[src/rtl/utf8_decode_sequencer.sv]
// rtl/utf8_decode_sequencer.sv - Sequences a UTF-8 codec core in decode direction; optional stats via UTF8SEQ_STATS_EN
module utf8_decode_sequencer #(
    parameter logic [31:0] REPLACEMENT = 32'h0000FFFD,
    parameter int          STAT_W      = 16
) (
    input  logic              clk,
    input  logic              rst,
    input  logic              cfg_chk_range,
    input  logic [7:0]        s_byte,
    input  logic              s_valid,
    output logic              s_ready,
    output logic [31:0]       m_char,
    output logic              m_err,
    output logic              m_valid,
    input  logic              m_ready,
    output logic [7:0]        cdc_din,
    output logic              cdc_bin_n,
    output logic              cdc_cout_n,
    output logic              cdc_cbe,
    output logic              cdc_chk_range,
    output logic              cdc_rst_in,
    input  logic [7:0]        cdc_dout,
    input  logic              cdc_ready,
    input  logic              cdc_retry,
    input  logic              cdc_error
`ifdef UTF8SEQ_STATS_EN
    ,
    output logic [STAT_W-1:0] stat_chars,
    output logic [STAT_W-1:0] stat_errs
`endif
);

    localparam logic [2:0] FEED  = 3'd0;
    localparam logic [2:0] WRITE = 3'd1;
    localparam logic [2:0] CHECK = 3'd2;
    localparam logic [2:0] READ  = 3'd3;
    localparam logic [2:0] EMIT  = 3'd4;
    localparam logic [2:0] ERR   = 3'd5;
    localparam logic [2:0] CLR   = 3'd6;

    logic [2:0] state;
    logic [7:0] hold;
    logic       replay;
    logic [1:0] rd_cnt;

    // Strobes and handshakes decode straight from the registered state so
    // they change only on clock edges and drop at once on reset.
    assign s_ready    = (state == FEED) & ~rst;
    assign m_valid    = (state == EMIT);
    assign cdc_bin_n  = ~(state == WRITE);
    assign cdc_cout_n = ~(state == READ);
    assign cdc_rst_in = rst | (state == CLR);
    assign cdc_din    = hold;
    assign cdc_cbe    = 1'b1;

    // Main sequencer: one byte in flight, status check, big-endian readout, emit.
    always_ff @(posedge clk or posedge rst) begin
        if (rst) begin
            state         <= FEED;
            hold          <= 8'h00;
            replay        <= 1'b0;
            rd_cnt        <= 2'd0;
            m_char        <= 32'h0;
            m_err         <= 1'b0;
            cdc_chk_range <= 1'b0;
        end else begin
            case (state)
                FEED: begin
                    cdc_chk_range <= cfg_chk_range;
                    if (s_valid) begin
                        hold  <= s_byte;
                        state <= WRITE;
                    end
                end
                WRITE: state <= CHECK;
                CHECK: begin
                    if (cdc_ready) begin
                        rd_cnt <= 2'd0;
                        state  <= READ;
                    end else if (cdc_retry) begin
                        replay <= 1'b1;
                        state  <= ERR;
                    end else if (cdc_error) begin
                        replay <= 1'b0;
                        state  <= ERR;
                    end else begin
                        state <= FEED;
                    end
                end
                READ: begin
                    m_char <= {m_char[23:0], cdc_dout};
                    rd_cnt <= rd_cnt + 2'd1;
                    if (rd_cnt == 2'd3) begin
                        state <= EMIT;
                    end
                end
                ERR: begin
                    m_char <= REPLACEMENT;
                    m_err  <= 1'b1;
                    state  <= EMIT;
                end
                EMIT: begin
                    if (m_ready) begin
                        state <= CLR;
                    end
                end
                CLR: begin
                    m_err <= 1'b0;
                    if (replay) begin
                        // The rejected byte is still in hold; resubmit it to the freshly reset codec.
                        replay <= 1'b0;
                        state  <= WRITE;
                    end else begin
                        state <= FEED;
                    end
                end
                default: state <= FEED;
            endcase
        end
    end

`ifdef UTF8SEQ_STATS_EN
    // Saturating counters of emitted characters and of replacement characters.
    always_ff @(posedge clk or posedge rst) begin
        if (rst) begin
            stat_chars <= '0;
            stat_errs  <= '0;
        end else if ((state == EMIT) && m_ready) begin
            if (stat_chars != {STAT_W{1'b1}}) begin
                stat_chars <= stat_chars + 1'b1;
            end
            if (m_err && (stat_errs != {STAT_W{1'b1}})) begin
                stat_errs <= stat_errs + 1'b1;
            end
        end
    end
`endif

endmodule

[config.mk]
export PLATFORM = sky130hd
export DESIGN_NAME = utf8_decode_sequencer
export DESIGN_NICKNAME = d
export VERILOG_FILES = /design/src/rtl/utf8_decode_sequencer.sv
export SDC_FILE = /design/constraint.sdc
export NUM_CORES = 1
export LEC_CHECK = 0
export BUFFER_PORTS_ARGS = -buffer_cell sky130_fd_sc_hd__buf_2
export CORE_ASPECT_RATIO = 1.5
export CORE_UTILIZATION = 44
export DETAILED_ROUTE_END_ITERATION = 6
export PLACE_DENSITY_LB_ADDON = 0.3
export SYNTH_ARGS = -nofsm -noshare
export SYNTH_HDL_FRONTEND = slang
export SYNTH_SLANG_ARGS = --single-unit
[constraint.sdc]
create_clock -name clk -period 1.74 [get_ports clk]
set_clock_uncertainty 0.15 [all_clocks]
set_input_delay 0.348 -clock clk [delete_from_list [all_inputs] [get_ports clk]]
set_output_delay 0.348 -clock clk [all_outputs]
set_load 0.03 [all_outputs]
==> metrics.yaml <==
max_freq_mhz: 563
vdd_drop_max_mv: 1.34
hold_class: "in2reg"
avgSynthCellArea_sq_um: 11.3
viasPerCell: 5.31
syn_to_final_growth_pct: 35.1
register_area_sq_um: 1200
finalCritPeriodShare: 1.02
rsz0062_at_grt: "yes"
leakage_nw: 1.40
power_frac_seq: 0.323
synth_edf_count: 0
nets: 283
synth_cells: 175
ant_nets: 0
slew_violations: 0
portBuffers: 70
p_sw_mw: 2.83
die_w_microns: 56.8
core_sq_um: 4280
synth_area_leader_cell: "dfrtp_1"
hold_viol: 0
syn_nets: 200
setup_viol: 2
drtIter0Drc: 58
status: "finished with violations"
synth.distinct_cells: 30
clock_latency_ns: 0.30
grt_antenna_before_repair: 0
grt_pass1_wl_microns: 6990
start_util: 0.463
cts_tree: "built"
grt_usage: 0.187
critPathMaxFanout: 6
swShare: 0.450
path_clk_slew_ns: 0.09
cp.required_ns: 1.24
grt_max_degree: 49
powerDensity_nw_per_um2: 2340
drc: 15
finalSetupTns_ns: -0.0626
layout_min_cycle_time_ns: 1.78
wl_microns: 4300
synth_most_common_cell: "dfrtp_1"
setup_ws_ns: -0.0369
yosysSeqAreaShare: 0.605
critical_path_class: "reg2out"
clockPowerShare: 0.120
ys_seq_elements: 48
synth.top_cells.by_area: "dfrtp_1 (61%), a22o_1 (8.4%), nand2_1 (7.2%), mux2_2 (5.1%), nand3_1 (3.8%)"
fp.dieH_microns: 84.3
cts_buffers: 5
wire_per_inst_microns: 14.2
multi_input_area_sq_um: 767
clk_path_buf_depth: 2
end_kind: "primary output"
synth_top_area_share: 0.605
synthFlopType: "dfrtp_1"
fp.dieArea_sq_um: 4790
num_vias: 1608
p_int_mw: 3.45
r2r_slack_ns: 0.04
relSlewSlack: 0.602
grt_pass1_vias: 1499
stdcell_count: 303
yosysWarnings: 0
firstDrtPassIters: 6
gp_congestion: 0.689
worst_pin_slew_ns: 0.597
dp_cells: 290
row_count: 29
p_comb_frac: 0.557
drive_gt1_frac: 0.444
h-tree-depth: 2
cp.arrival_ns: 1.28
critPathLaunchType: "register"
fillers: 384
violations: "design-rule violations, negative setup slack"
cap_violations: 0
overflow: 0
synth_area_sq_um: 1980
antenna_cells: 0
cts_root_buf: "clkbuf_8"
ios: 72
dp_hpwl_microns: 2840
clock-sinks: 48
synth.cells.most_frequent: "dfrtp_1 (48), nand2_1 (38), a22o_1 (19)"
ys_async_sr_fraction: 1.00
-- critical path: stages (launching register included) --
cell and delay (ns):
dfrtp_1 0.40, buf_6 0.15, and3b_2 0.24, inv_2 0.07
buf_6 0.12
-- power by group through the flow --
stage	clock network, mW	logic [mW]	registers (mW)
finish	0.752	3.50	2.03
global route	0.819	3.75	2.10
CTS	0.776	3.43	2.03
detailed placement	0	3.15	2.05
global placement	0	3.09	2.03
floorplan	0	1.45	2.89
-- flip-flops by register name (all words and copies together) (netlist names) --
signal,flops
m_char,32
replay,1
state,3
m_err,1
cdc_chk_range,1
cdc_din,8
rd_cnt,2
-- cell type report --
cell class	instances	share of cell area
sequential	48	0.448
multi-input combinational	111	0.286
timing repair buffer	88	0.200
clock buffer	5	0.0257
tap	46	0.0215
clock inverter	1	0.0112
inverter	4	0.00700
-- per-stage QoR --
stage | setup WS (ns) | total power [mW] | util | hold slack, ns | instance area (sq um)
2_1_floorplan | -0.107 | 4.34 | - | 0.243 | 2020
3_3_place_gp | 0.0685 | 5.12 | 0.568 | 0.333 | 2430
3_5_place_dp | 0.0148 | 5.20 | 0.568 | 0.332 | 2430
4_1_cts | -0.0525 | 6.24 | 0.617 | 0.105 | 2640
5_1_grt | -0.0864 | 6.67 | 0.626 | 0.107 | 2680
6_report | -0.0369 | 6.28 | 0.626 | 0.112 | 2680
-- repair_timing --
| action | 4_1_cts | 5_1_grt |
|---|---|---|
| endpoints found under the setup margin | 11 | 13 |
| gates resized for setup | 16 | 10 |
| pin swaps | 3 | 2 |
| hold buffers | 0 | 0 |
| buffers inserted | 7 | 0 |
| cloned | 0 | 0 |
-- layer usage --
metal | wire length (microns) | share of wire | up-vias | GRT usage
met4 | 55 | 0.013 | 0 | 0.0599
li1 | - | - | 768 | -
met5 | 0 | 0 | - | 0
met1 | 1880 | 0.44 | 773 | 0.256
met3 | 272 | 0.063 | 6 | 0.0447
met2 | 2090 | 0.49 | 61 | 0.295
-- cells in the final DEF (no fill, tap or decap), types with 2 or more instances in the layout --
master and instances:
a21oi_1 2, o21ai_0 5, buf_4 15, buf_2 65, inv_1 2, buf_6 7
dfrtp_1 47, nand3_1 15, mux2_4 8, nand2_1 36, clkbuf_8 5, a22o_1 19
nor4_4 2, nor2_1 5
-- path summary, 6_finish.rpt --
path,startpoint,to,cells past startpoint
worst max register to register,state[0],cdc_din[5],5
min in group asynchronous,rst,replay,3
worst max-delay path,state[0],cdc_cout_n,4
worst min-delay path,cdc_dout[7],m_char[7],3
worst min register to register,rd_cnt[0],rd_cnt[0],1
max in group asynchronous,rst,state[1],3
-- cell families (layout without fill, tap and decap cells) --
logic type               count (synthesis)  in the layout  share of synthesized area
AND/OR/NAND/NOR                         68             68                      0.160
flip-flops                              48             48                      0.605
AO/OA/AOI/OAI                           32             32                      0.130
buffers and inverters                   16             98                     0.0460
multiplexers                             9              9                     0.0511
adder cells (fa/ha/maj)                  1              1                    0.00630
other                                    1              1                    0.00189
(Power assumes the default switching activity.)
